<file path="src/rtl/gmii_tx_framer_if.sv">
// Byte-stream sink and GMII transmit pins of the framer.
// Signal suffixes are named from the framer's side of the bundle.
interface gmii_tx_framer_if;
  logic [7:0] snk_data_i;
  logic       snk_valid_i;
  logic       snk_sop_i;
  logic       snk_eop_i;
  logic       snk_err_i;
  logic       snk_ready_o;
  logic       gmii_tx_en_o;
  logic [7:0] gmii_tx_d_o;
  logic       gmii_tx_err_o;
  logic       frame_done_o;
  logic       frame_err_o;

  modport slave (
    input  snk_data_i, snk_valid_i, snk_sop_i, snk_eop_i, snk_err_i,
    output snk_ready_o, gmii_tx_en_o, gmii_tx_d_o, gmii_tx_err_o,
           frame_done_o, frame_err_o
  );

  modport master (
    output snk_data_i, snk_valid_i, snk_sop_i, snk_eop_i, snk_err_i,
    input  snk_ready_o, gmii_tx_en_o, gmii_tx_d_o, gmii_tx_err_o,
           frame_done_o, frame_err_o
  );
endinterface

</file>
<file path="src/rtl/gmii_tx_framer.sv">
// GMII transmit framer: preamble/SFD insertion, zero padding, FCS append,
// inter-frame gap. One byte per clock; all pin outputs are registered.
module gmii_tx_framer #(
  parameter int MIN_FRAME_LEN = 60,
  parameter int IFG_BYTES     = 12,
  parameter int PREAMBLE_LEN  = 7
) (
  input  logic             clk_i,
  input  logic             rst_i,
  gmii_tx_framer_if.slave  bus
);

  localparam int LEN_W   = (MIN_FRAME_LEN > 0) ? $clog2(MIN_FRAME_LEN + 1) : 1;
  localparam int CNT_MX0 = (PREAMBLE_LEN > IFG_BYTES) ? PREAMBLE_LEN : IFG_BYTES;
  localparam int CNT_MAX = (CNT_MX0 > 4) ? CNT_MX0 : 4;
  localparam int CNT_W   = $clog2(CNT_MAX + 1);

  localparam logic [CNT_W-1:0] PRE_LAST = CNT_W'(PREAMBLE_LEN - 1);
  localparam logic [CNT_W-1:0] FCS_LAST = CNT_W'(3);
  // The pins already spend one idle cycle in IDLE and one while the first
  // preamble byte is being registered, so IFG itself lasts IFG_BYTES-1 cycles.
  localparam logic [CNT_W-1:0] IFG_LAST = CNT_W'((IFG_BYTES > 2) ? IFG_BYTES - 2 : 0);
  localparam logic [LEN_W-1:0] MIN_LEN  = LEN_W'(MIN_FRAME_LEN);

  typedef enum logic [2:0] {
    S_IDLE, S_PREAMBLE, S_SFD, S_DATA, S_PAD, S_FCS, S_ABORT, S_IFG
  } state_t;

  // Byte-wise update of the reflected CRC-32.
  function automatic logic [31:0] crc_byte(input logic [31:0] c, input logic [7:0] d);
    logic [31:0] r;
    r = c ^ {24'h0, d};
    for (int i = 0; i < 8; i++) r = r[0] ? ((r >> 1) ^ 32'hEDB88320) : (r >> 1);
    return r;
  endfunction

  state_t           state_q, state_d;
  logic [CNT_W-1:0] cnt_q, cnt_d;
  logic [LEN_W-1:0] len_q, len_d, len_inc;
  logic [31:0]      crc_q, crc_d;
  logic             tx_en_q, tx_en_d;
  logic [7:0]       tx_d_q, tx_d_d;
  logic             tx_err_q, tx_err_d;
  logic             done_q, done_d;
  logic             ferr_q, ferr_d;
  logic             ready;

  assign len_inc = (len_q == '1) ? len_q : len_q + 1'b1;

  // Next state, pin values for the following cycle, CRC and length tracking.
  always_comb begin
    state_d  = state_q;
    cnt_d    = cnt_q + 1'b1;
    len_d    = len_q;
    crc_d    = crc_q;
    tx_en_d  = 1'b0;
    tx_d_d   = 8'h00;
    tx_err_d = 1'b0;
    done_d   = 1'b0;
    ferr_d   = 1'b0;
    ready    = 1'b0;
    case (state_q)
      S_IDLE: begin
        // Stray non-sop bytes are swallowed; the sop byte waits for DATA.
        ready = bus.snk_valid_i && !bus.snk_sop_i;
        len_d = '0;
        crc_d = '1;
        if (bus.snk_valid_i && bus.snk_sop_i) state_d = S_PREAMBLE;
      end
      S_PREAMBLE: begin
        tx_en_d = 1'b1;
        tx_d_d  = 8'h55;
        if (cnt_q == PRE_LAST) state_d = S_SFD;
      end
      S_SFD: begin
        tx_en_d = 1'b1;
        tx_d_d  = 8'hD5;
        state_d = S_DATA;
      end
      S_DATA: begin
        ready   = 1'b1;
        tx_en_d = 1'b1;
        if (!bus.snk_valid_i) begin
          tx_err_d = 1'b1;
          ferr_d   = 1'b1;
          state_d  = S_ABORT;
        end else if (bus.snk_err_i) begin
          tx_err_d = 1'b1;
          ferr_d   = 1'b1;
          state_d  = bus.snk_eop_i ? S_IFG : S_ABORT;
        end else begin
          tx_d_d = bus.snk_data_i;
          crc_d  = crc_byte(crc_q, bus.snk_data_i);
          len_d  = len_inc;
          if (bus.snk_eop_i) state_d = (len_inc < MIN_LEN) ? S_PAD : S_FCS;
        end
      end
      S_PAD: begin
        tx_en_d = 1'b1;
        crc_d   = crc_byte(crc_q, 8'h00);
        len_d   = len_inc;
        if (len_inc >= MIN_LEN) state_d = S_FCS;
      end
      S_FCS: begin
        // Shift the finished CRC out LSB first; it is re-seeded in IDLE.
        tx_en_d = 1'b1;
        tx_d_d  = ~crc_q[7:0];
        crc_d   = {8'hFF, crc_q[31:8]};
        if (cnt_q == FCS_LAST) begin
          done_d  = 1'b1;
          state_d = S_IFG;
        end
      end
      S_ABORT: begin
        ready = 1'b1;
        if (bus.snk_valid_i && bus.snk_eop_i) state_d = S_IFG;
      end
      S_IFG: begin
        if (cnt_q == IFG_LAST) state_d = S_IDLE;
      end
      default: state_d = S_IDLE;
    endcase
    if (state_d != state_q) cnt_d = '0;
  end

  // State and registered pins; reset drops the pins idle on the next edge.
  always_ff @(posedge clk_i) begin
    if (rst_i) begin
      state_q  <= S_IDLE;
      cnt_q    <= '0;
      len_q    <= '0;
      crc_q    <= '1;
      tx_en_q  <= 1'b0;
      tx_d_q   <= 8'h00;
      tx_err_q <= 1'b0;
      done_q   <= 1'b0;
      ferr_q   <= 1'b0;
    end else begin
      state_q  <= state_d;
      cnt_q    <= cnt_d;
      len_q    <= len_d;
      crc_q    <= crc_d;
      tx_en_q  <= tx_en_d;
      tx_d_q   <= tx_d_d;
      tx_err_q <= tx_err_d;
      done_q   <= done_d;
      ferr_q   <= ferr_d;
    end
  end

  assign bus.snk_ready_o   = ready;
  assign bus.gmii_tx_en_o  = tx_en_q;
  assign bus.gmii_tx_d_o   = tx_d_q;
  assign bus.gmii_tx_err_o = tx_err_q;
  assign bus.frame_done_o  = done_q;
  assign bus.frame_err_o   = ferr_q;

endmodule

</file>
<file path="src/flat_wrapper.sv">
// flat-port wrapper written by rule: the top's interface ports become plain ports
module gmii_tx_framer_flat 
#(
  parameter int MIN_FRAME_LEN = 60,
  parameter int IFG_BYTES     = 12,
  parameter int PREAMBLE_LEN  = 7
)
  (clk_i, rst_i, bus_snk_data_i, bus_snk_valid_i, bus_snk_sop_i, bus_snk_eop_i, bus_snk_err_i, bus_snk_ready_o, bus_gmii_tx_en_o, bus_gmii_tx_d_o, bus_gmii_tx_err_o, bus_frame_done_o, bus_frame_err_o);
  gmii_tx_framer_if bus_i ();
  input  logic clk_i;
  input  logic rst_i;
  input wire logic [$bits(bus_i.snk_data_i)-1:0] bus_snk_data_i;
  input wire logic [$bits(bus_i.snk_valid_i)-1:0] bus_snk_valid_i;
  input wire logic [$bits(bus_i.snk_sop_i)-1:0] bus_snk_sop_i;
  input wire logic [$bits(bus_i.snk_eop_i)-1:0] bus_snk_eop_i;
  input wire logic [$bits(bus_i.snk_err_i)-1:0] bus_snk_err_i;
  output wire logic [$bits(bus_i.snk_ready_o)-1:0] bus_snk_ready_o;
  output wire logic [$bits(bus_i.gmii_tx_en_o)-1:0] bus_gmii_tx_en_o;
  output wire logic [$bits(bus_i.gmii_tx_d_o)-1:0] bus_gmii_tx_d_o;
  output wire logic [$bits(bus_i.gmii_tx_err_o)-1:0] bus_gmii_tx_err_o;
  output wire logic [$bits(bus_i.frame_done_o)-1:0] bus_frame_done_o;
  output wire logic [$bits(bus_i.frame_err_o)-1:0] bus_frame_err_o;
  assign bus_i.snk_data_i = bus_snk_data_i;
  assign bus_i.snk_valid_i = bus_snk_valid_i;
  assign bus_i.snk_sop_i = bus_snk_sop_i;
  assign bus_i.snk_eop_i = bus_snk_eop_i;
  assign bus_i.snk_err_i = bus_snk_err_i;
  assign bus_snk_ready_o = bus_i.snk_ready_o;
  assign bus_gmii_tx_en_o = bus_i.gmii_tx_en_o;
  assign bus_gmii_tx_d_o = bus_i.gmii_tx_d_o;
  assign bus_gmii_tx_err_o = bus_i.gmii_tx_err_o;
  assign bus_frame_done_o = bus_i.frame_done_o;
  assign bus_frame_err_o = bus_i.frame_err_o;
  gmii_tx_framer #(.MIN_FRAME_LEN(MIN_FRAME_LEN), .IFG_BYTES(IFG_BYTES), .PREAMBLE_LEN(PREAMBLE_LEN)) u_core (.clk_i(clk_i), .rst_i(rst_i), .bus(bus_i));
endmodule
</file>
<file path="config.mk">
export PLATFORM = sky130hd
export DESIGN_NAME = gmii_tx_framer_flat
export DESIGN_NICKNAME = d
export VERILOG_FILES = /design/src/rtl/gmii_tx_framer_if.sv /design/src/rtl/gmii_tx_framer.sv /design/src/flat_wrapper.sv
export SDC_FILE = /design/constraint.sdc
export NUM_CORES = 1
export LEC_CHECK = 0
export CAP_MARGIN = 25
export CORE_MARGIN = 1.5
export CORE_UTILIZATION = 43
export CTS_CLUSTER_SIZE = 28
export DETAILED_ROUTE_END_ITERATION = 10
export GPL_ROUTABILITY_DRIVEN = 0
export PLACE_DENSITY = 0.58
export SETUP_SLACK_MARGIN = 0.3
export SLEW_MARGIN = 25
export SYNTH_ARGS = -nofsm -noshare
export SYNTH_HDL_FRONTEND = slang
export SYNTH_SLANG_ARGS = --single-unit
</file>
<file path="constraint.sdc">
create_clock -name clk_i -period 3.8 [get_ports clk_i]
set_input_delay 0.38 -clock clk_i [delete_from_list [all_inputs] [get_ports clk_i]]
set_output_delay 0.38 -clock clk_i [all_outputs]
set_load 0.05 [all_outputs]
</file>
# Word-level counts from Yosys, hierarchy flattened
# Index checks and enable logic that the tools add are counted.
[word_totals]
reg_bits = 56
input_bits = 14
out_inout_bits = 13
elab_cells = 103
[op_classes]
addsub = 2
magnitude_cmp = 2
n_eq_ne = 14
muxes = 43
n_bitwise = 20
reduce_logical = 14
[ops]
columns = ["cell", "n"]
rows = [
  ["32-bit two-way mux", 18],
  ["13-bit inverter with 14-bit output", 16],
  ["32-bit one-hot mux with 4 select lines", 1],
  ["8-bit one-hot mux with 4 select lines", 1],
  ["32-bit by 8-bit XOR with 32-bit output", 1],
  ["3-bit two-way mux", 9],
  ["3-bit one-hot mux with 8 select lines", 1],
  ["6-bit two-way mux", 3],
  ["6-bit one-hot mux with 3 select lines", 1],
  ["8-bit two-way mux", 2],
  ["3-bit == test, second input constant", 4],
  ["8-bit inverter", 1],
  ["2-bit OR reduction", 4],
  ["6-bit by 1-bit adder with 6-bit output, second input constant", 1],
  ["3-bit by 2-bit == test with 1-bit output, second input constant", 2],
  ["6-bit == test, second input constant", 1],
  ["6-bit greater-or-equal comparator, second input constant", 1],
  ["6-bit less-than comparator, second input constant", 1],
  ["1-bit two-way mux", 6],
  ["3-bit AND reduction", 2],
  ["5-bit OR reduction", 1],
  ["4-bit by 1-bit adder with 4-bit output, second input constant", 1],
  ["4-bit by 2-bit == test with 1-bit output, second input constant", 1],
  ["4-bit by 3-bit == test with 1-bit output, second input constant", 1],
  ["11 further kinds", 15],
]

# Depth between registers and ports, before layout
# Gate-level depths: netlist (run 1).
[depth]
word_depth = 20
mapped_depth = 9
depth_no_buf = 8

# Least setup slack after synthesis (run 1)
# No wires, ideal clock.
[synth_path]
path_type = "flip-flop to output port"
startpoint = "register u_core.state_q[0]"
endpoint = "output bus_snk_ready_o"
arrival_ns = 1.900
required_time_ns = 3.420
path_slack_ns = 1.520
path_stages_with_launch = 8
n_path_buf = 4
path_cell_list = "dfxtp_1 -> clkbuf_1 -> clkbuf_1 -> clkbuf_1 -> clkbuf_1 -> nor3_1 -> nand3b_1 -> nand2_1"
[synth_between]
elab_chain_len = 3
elab_cells_between_ends = 5
cone_classes = "eq/ne (2); mux (1); reduce/logical (2)"
[synth_lines]
columns = ["element", "line_no", "rtl"]
rows = [
  ["start, declared", "gmii_tx_framer.sv:37", "state_t state_q, state_d;"],
  ["start signal, assigned", "gmii_tx_framer.sv:139", "state_q <= state_d;"],
  ["3-bit by 2-bit == test with 1-bit output or 3-bit == test (tied branches)", "gmii_tx_framer.sv:62", "case (state_q)"],
  ["2-bit OR reduction (no source line)", "n/a", ""],
  ["1-bit one-hot mux with 2 select lines (*)", "gmii_tx_framer.sv:62", ""],
  ["end, declared", "flat_wrapper.sv:17", "output wire logic [$bits(bus_i.snk_ready_o)-1:0] bus_snk_ready_o;"],
]
# Mark *: on every way between the ends. The rest lies on a longest branch, timed or not.

# Worst setup path in the final report (run 1)
[layout_path]
startpoint = "register u_core.state_q[1]"
endpoint = "register u_core.crc_q[11]"
[layout_between]
elab_chain_len = 3
elab_cells_between_ends = 9
cone_classes = "eq/ne (5); mux (1); reduce/logical (3)"
[layout_lines]
columns = ["element", "line_no", "rtl"]
rows = [
  ["3-bit by 2-bit == test with 1-bit output (tied with other cells)", "gmii_tx_framer.sv:62", ""],
  ["4-bit nonzero test (no source line) or 2-bit inequality test (tied branches)", "n/a", ""],
  ["3-bit AND reduction (no source line)", "n/a", ""],
  ["end signal, assigned", "gmii_tx_framer.sv:142", "crc_q <= crc_d;"],
  ["end, declared", "gmii_tx_framer.sv:40", "logic [31:0] crc_q, crc_d;"],
]
# Several ways; a longest one is shown, not always the timed one.
# A chain may end at the register's enable or synchronous reset.

==> results of run 1 <==
-- report_power, final --
part           internal [W]  switching, W
clock              0.000150      0.000216
combinational      0.000228      0.000262
sequential         0.000601     0.0000185
-- synthesized netlist by cell type (2+ instances only) --
cell | instances | area [um^2]
or3_1 | 2 | 12.5
xnor2_2 | 2 | 32.5
a221o_1 | 2 | 20.0
a31oi_1 | 6 | 37.5
inv_1 | 6 | 22.5
xnor3_1 | 6 | 135
or2_2 | 5 | 31.3
and2_1 | 2 | 12.5
ha_1 | 3 | 37.5
o21a_1 | 7 | 52.6
buf_4 | 3 | 22.5
o32a_1 | 3 | 30.0
a22oi_1 | 4 | 30.0
clkbuf_1 | 27 | 101
nor3_1 | 10 | 50.1
xnor2_1 | 67 | 587
a211oi_1 | 11 | 82.6
o221ai_1 | 6 | 52.6
nand2b_1 | 5 | 31.3
mux2_2 | 2 | 22.5
o21bai_1 | 7 | 52.6
nand3b_1 | 5 | 37.5
nor2b_1 | 6 | 37.5
clkbuf_8 | 6 | 82.6
o21ai_0 | 21 | 105
nand2_1 | 29 | 109
a221oi_1 | 7 | 61.3
a21o_1 | 5 | 37.5
a21oi_1 | 29 | 145
buf_6 | 3 | 33.8
xor3_4 | 2 | 55.1
and3_1 | 3 | 18.8
o22ai_1 | 10 | 62.6
a311oi_1 | 2 | 17.5
dfxtp_1 | 56 | 1120
nand3_1 | 10 | 50.1
a211o_1 | 14 | 123
nor2_1 | 51 | 191
xnor2_4 | 6 | 165
buf_2 | 2 | 10.0
xor2_1 | 32 | 280
-- critical path: stages, from the launching register on --
cell and delay [ns]:
dfxtp_1 0.78, and3b_1 0.85, and2_1 0.23, buf_4 0.22, nor2_2 0.06, buf_4 0.24
a221oi_1 0.35, a211o_1 0.15
-- through the flow --
| stage | setup slack (ns) | cell area (um^2) | instances | power, W | hold WS, ns |
|---|---|---|---|---|---|
| final | 0.873 | 4760 | 643 | 0.00148 | 0.472 |
| after global routing | 0.686 | 4760 | 643 | 0.00155 | 0.516 |
| after floorplan | 1.52 | 4420 | 509 | 0.00101 | 0.430 |
| after detailed placement | 0.883 | 4660 | 635 | 0.00112 | 0.457 |
| after CTS | 0.854 | 4760 | 643 | 0.00149 | 0.483 |
| after global placement | 0.869 | 4660 | 635 | 0.00112 | 0.439 |
-- final cells by class --
type / count / share of cell area [%]
well taps: 133 / 3.50
flip-flops and latches: 56 / 23.6
clock inverters: 2 / 0.289
clock buffers: 6 / 1.74
inverters: 7 / 0.552
repair buffers: 35 / 6.89
multi-input cells: 404 / 63.5
-- logic make-up after synthesis --
| kind of cell | Yosys count | share of synthesized area [%] |
|---|---|---|
| mux | 3 | 0.735 |
| compound gates | 146 | 22.9 |
| flops | 56 | 25.3 |
| buf+inv | 49 | 6.34 |
| xor+xnor | 117 | 29.5 |
| fa+ha+maj | 3 | 0.849 |
| simple gates | 135 | 14.4 |
-- per-layer routing --
layer  vias to the layer above  track usage (%)
met1                      1849             30.2
met4                         0             5.16
met5                         -                0
met3                        12             2.44
met2                       101             38.2
li1                       1790                -
-- placed cells by master (no fill, tap or decap), drive strengths merged, types with 3 or more instances in the layout --
cell,instances
o32a,3
dfxtp,56
xor2,32
a211oi,11
nor3,10
nand3,10
clkbuf,6
o21a,7
o21bai,7
ha,3
xnor3,6
nand2b,5
nand3b,5
nor2,52
and3,3
inv,7
or2,5
o22ai,10
a221oi,7
xnor2,75
a22oi,4
a211o,14
clkdlybuf4s50,26
o21ai,22
nand2,29
xor3,4
nor2b,6
o221ai,6
a21o,5
buf,9
a31oi,6
a21oi,29
-- flip-flops by register name, indices dropped and copies added, names as in the netlist --
signal	cells
u_core.state_q	3
u_core.bus.gmii_tx_err_o	1
u_core.len_q	6
u_core.bus.gmii_tx_d_o	8
u_core.bus.gmii_tx_en_o	1
u_core.cnt_q	4
u_core.bus.frame_done_o	1
u_core.crc_q	32
-- worst paths after layout --
kind | from | end | slack [ns] | depth (start not counted)
max | u_core.state_q[1] | u_core.crc_q[11] | 0.87 | 7
min | u_core.cnt_q[0] | u_core.cnt_q[0] | 0.47 | 1
max reg2reg | u_core.state_q[1] | u_core.crc_q[11] | 0.87 | 7
min reg2reg | u_core.cnt_q[0] | u_core.cnt_q[0] | 0.47 | 1
==> impl_results.md, run 1 <==
- DR top layer: met4
- GRT Overall Usage: roughly 22%
- CP Max Fanout: 34
- CP Launch Type: register
- Post-layout util: between 40% and 50%
- Final WL: around 12000 um
- Vias: roughly 3800
- Kind of end point of the critical path: register
- Fillers: 998
- Syn Nets: between 500 and 600
- CTS H-tree depth: 2
- CP required: between 4 and 5 ns
- Final Critical Period: a little under 3 ns
- Fraction of layout cells with a size suffix above 1: under 10%
- Post-route ant nets: 0
- Longest Clk Path Bufs: 2
- Worst-path clk slew: around 0.1 ns
- Predominant post-synthesis flop cell: dfxtp_1
- Starting density of the core: between 40% and 50%
- CP arrival: roughly 3.2 ns
- RSZ-0062 raised after global routing: false
- Multi-input logic area: 0.00302 mm^2
- DRC: 0
- Leakage: 1.74 nW
- Register area: roughly 0.0011 mm^2
- Setup violations, final: 0
- Fin. max-slew vios: 0
- Hold Vio Cnt, Final: 0
- Post-synth EDFFs: 0
- Status: complete, no violations
- Total CTS buffers: 5
- Netlist cell types: between 60 and 70
- Min-Delay Path Class: reg -> reg
- Setup Fix Bufs, Post-CTS: 0
- CTS tree: done
- Antenna diodes: 0
- Worst Max-Slew Pin Slew: between 0.8 and 0.9 ns
- Synth-to-layout area growth: 7.61%
- Vias per Instance: a little under 6
- Drt initial violations: approximately 180
- Number of global-route vias before repair: ~3600
- GRT overflow: 0
- HPWL after detailed placement: ~8600 um
- Die span in y: roughly 100 um
- Register bit total from synthesis: 56
- Wire per inst: approximately 19 um
- Pre-Repair DR Iteration Count: 6
- Post_cts resized: 0
- Pwr dens: between 300 and 400 mW/mm^2
- Nets: around 530
- Met1 wire length: around 5600 um
- Synth Cell Area: 0.00442 mm^2
- Clock Latency Late Sink: ~0.33 ns
- Synthesis warning total: 0
- Root buf cell: clkbuf_8
- Skew final: between 0.02 and 0.025 ns
- Total Negative Setup Slacks: 0 ns
- Post-synthesis sequential area ratio: approximately a quarter
- Met3 WL: about 490 um
- Largest net degree at the start of global routing: 36
- Row count: 36
- Clk sinks: 56
- Maximum vdd drop: 0.000170 V
- IO Port Bufs: 26
- Crit Path Class: reg -> reg
- Synth Area per Inst: roughly 8.7 um^2
- Boundary pin count: 27
- Final Cycle Share: about 77%
- CTS Hold Bufs: 0
- Max transition margin: between 40 and 50%
- Die Span X: about 100 um
- DIE AREA: around 0.011 mm^2
- Max-cap violations: 0
- Core area: ~0.0099 mm^2
- Ys async rst share: 0%
- Fmax: between 0.3 and 0.4 GHz
- Post-Synthesis Cells: roughly 500
- Detail Route met2 WL: a little under 6000 um
- First-pass GRT wire length: slightly below 20000 um
- Initial antenna violation count: 0
Note: power is estimated with default switching activity, not from simulation.
==> inputs of run 2 (changes only) <==
- clock period: 3.8 -> 2.82 ns (I/O delays scaled with it)
==> run 2 against run 1 <==
Compared with the run above: critical path depth did not move; first-iteration DRC count rose by 11%; register-to-register slack got worse by 0.53 ns; wire length rose by 3.5%; worst setup slack got worse by 0.53 ns; worst hold slack barely moved; global-route usage rose by 1.2 points; clock skew fell by 0.0048 ns; sequential power rose by 36%; critical path type unchanged; critical endpoint is now u_core.crc_q[8]; largest cell class unchanged.
==> impl_results.md, run 2 (synthesis results as in run 1) <==
- Status: complete, no violations (unchanged)
- Root buf cell: clkbuf_8 (unchanged)
- Antenna diodes: 0 (unchanged)
- Fraction of layout cells with a size suffix above 1: 12.1% (was 7.25%)
- Post-route ant nets: 0 (unchanged)
- Vias: 3812 (was 3752)
- RSZ-0062 raised after global routing: false (unchanged)
- Pwr dens: 437 mW/mm^2 (was 310 mW/mm^2)
- CP most frequent cell: xnor2_1 (was buf_4)
- DRC: 0 (unchanged)
- Psw: 0.000686 W (was 0.000496 W)
- Number of global-route vias before repair: 3767 (was 3559)
- Die span in y: 104 um (unchanged)
- Largest net degree at the start of global routing: 50 (was 36)
- Max-cap violations: 0 (unchanged)
- Hold Vio Cnt, Final: 0 (unchanged)
- Longest Clk Path Bufs: 2 (unchanged)
- CTS Hold Bufs: 0 (unchanged)
- Post_cts resized: 0 (unchanged)
- GRT overflow: 0 (unchanged)
- CP Launch Type: register (unchanged)
- Switching share of power: 31.3% (was 33.6%)
- Core area: 0.00986 mm^2 (unchanged)
- Total Negative Setup Slacks: 0 ns (unchanged)
- Leakage: 1.89 nW (was 1.74 nW)
- Most common cell after layout, fill and taps aside: xnor2_1 (unchanged)
- CP required: 3.08 ns (was 4.07 ns)
- CP Max Fanout: 4 (was 34)
- IO Port Bufs: 26 (unchanged)
- Pre-Repair DR Iteration Count: 5 (was 6)
- Setup Fix Bufs, Post-CTS: 0 (unchanged)
- CTS tree: done (unchanged)
- Final WL: 12500 um (was 12100 um)
- Drt initial violations: 203 (was 183)
- Crit path max-delay cell type: xnor2_1 (was and3b_1)
- Crit Path Class: reg -> reg (unchanged)
- CTS H-tree depth: 2 (unchanged)
- Nets: 553 (was 526)
- Clock power share: 30.0% (was 24.8%)
- GRT Overall Usage: 23.5% (was 22.4%)
- Skew final: 0.0160 ns (was 0.0208 ns)
- Maximum vdd drop: 0.000241 V (was 0.000170 V)
- Register area: 0.00112 mm^2 (unchanged)
- CP arrival: 2.74 ns (was 3.19 ns)
- Worst Max-Slew Pin Slew: 0.738 ns (was 0.899 ns)
- Worst path max stage delay: 0.60 ns (was 0.85 ns)
- Final Critical Period: 2.48 ns (was 2.93 ns)
- Vias per Instance: 5.69 (was 5.84)
- Synth-to-layout area growth: 13.6% (was 7.61%)
- Sequential power share: 38.2% (was 42.0%)
- Multi-input logic area: 0.00302 mm^2 (unchanged)
- Top reg by flops: u_core.crc_q (unchanged)
- Worst path cell trace: buf_4 -> xnor2_1 -> xnor2_1 -> xnor2_1 -> nor2_1 -> o311a_1 -> o21bai_1 (was and3b_1 -> and2_1 -> buf_4 -> nor2_2 -> buf_4 -> a221oi_1 -> a211o_1)
- DIE AREA: 0.0109 mm^2 (unchanged)
- Min-Delay Path Class: reg -> reg (unchanged)
- Fmax: 0.403 GHz (was 0.342 GHz)
- Worst-path clk slew: 0.12 ns (was 0.10 ns)
- Fillers: 944 (was 998)
- Initial antenna violation count: 0 (unchanged)
- Crit path buf inv count: 1 (was 2)
- Largest register FFs: 32 (unchanged)
- Clock Latency Late Sink: 0.33 ns (about the same)
- Wire per inst: 18.7 um (was 18.8 um)
- Kind of end point of the critical path: register (unchanged)
- Placed cell count: 662 (was 635)
- Clk sinks: 56 (unchanged)
- Starting density of the core: 44.8% (unchanged)
- Die Span X: 104 um (unchanged)
- Logic pwr share: 31.8% (was 33.2%)
- Boundary pin count: 27 (unchanged)
- Post-Layout Cell Count: 670 (was 643)
- HPWL after detailed placement: 8980 um (was 8610 um)
- First-pass GRT wire length: 20200 um (was 19300 um)
- Max transition margin: 50.5% (was 40.0%)
- Final Cycle Share: 88.0% (was 77.0%)
- Row count: 36 (unchanged)
- Total CTS buffers: 5 (unchanged)
- Crit-path leading delay family: XOR/XNOR gates (was simple AND/OR/NAND/NOR gates)
- Setup violations, final: 0 (unchanged)
- Most frequent cells in the layout: xnor2_1 (67), dfxtp_1 (56), nor2_1 (51) (unchanged)
- Pint: 0.00151 W (was 0.000979 W)
- Fin. max-slew vios: 0 (unchanged)
-- run 2: cell types whose count changed in the layout (fill, tap and decap cells not counted), sizes merged --
cell	before	now
buf	9	37
bufinv	0	2
clkbuf	6	5
clkdlybuf4s50	26	25
clkinv	2	1
-- run 2: final timing paths --
kind / depth (start not counted) / from / slack, ns / to
hold reg to reg: 1 / u_core.cnt_q[0] / 0.47 / u_core.cnt_q[0]
setup / recovery: 7 / u_core.crc_q[6] / 0.34 / u_core.crc_q[8]
setup reg to reg: 7 / u_core.crc_q[6] / 0.34 / u_core.crc_q[8]
hold / removal: 1 / u_core.cnt_q[0] / 0.47 / u_core.cnt_q[0]
-- run 2: per-layer routing --
metal  track usage [%]  wire length [um]  vias up  part of all wire (%)
li1                  -                 -     1855                     -
met2              37.9              5700       94                    45
met3              3.63               611       25                   4.9
met5                 0                 0        -                     0
met4              9.42               361        0                   2.9
met1              31.4              5870     1838                    47
-- run 2: stage by stage --
stage | power [W] | instance area, um^2 | setup slack (ns) | hold WS, ns | util, %
3_3_place_gp | 0.00154 | 4890 | 0.262 | 0.447 | 49.6
4_1_cts | 0.00221 | 5030 | 0.420 | 0.479 | 51.0
2_1_floorplan | 0.00136 | 4420 | 0.638 | 0.420 | -
5_1_grt | 0.00228 | 5030 | 0.305 | 0.502 | 51.0
3_5_place_dp | 0.00154 | 4890 | 0.243 | 0.453 | 49.6
6_report | 0.00220 | 5030 | 0.339 | 0.472 | 51.0
-- run 2: cell type report --
class / instances / share of cell area, %
clock buffer: 5 / 1.37
inverter: 7 / 0.523
timing repair buffer: 62 / 11.0
tap: 133 / 3.31
clock inverter: 3 / 1.37
sequential: 56 / 22.3
multi-input combinational: 404 / 60.1
-- run 2: worst register-to-register path, stage by stage (launching register included) --
cell and delay (ns):
dfxtp_1 0.47, buf_4 0.22, xnor2_1 0.60, xnor2_1 0.16, xnor2_1 0.41, nor2_1 0.08, o311a_1 0.35, o21bai_1 0.11
-- run 2: power by group through the flow --
| stage | registers (W) | clock network (W) | logic, W |
|---|---|---|---|
| floorplan | 0.000846 | 0 | 0.000517 |
| global placement | 0.000857 | 0 | 0.000682 |
| detailed placement | 0.000857 | 0 | 0.000686 |
| CTS | 0.000839 | 0.000676 | 0.000691 |
| global route | 0.000843 | 0.000692 | 0.000748 |
| finish | 0.000839 | 0.000659 | 0.000698 |
==> inputs of run 3 (changes only) <==
- SKIP_LAST_GASP: unset -> 1
==> results of run 3 <==
The final DEF is identical to that of run 2; final timing and power are the same.
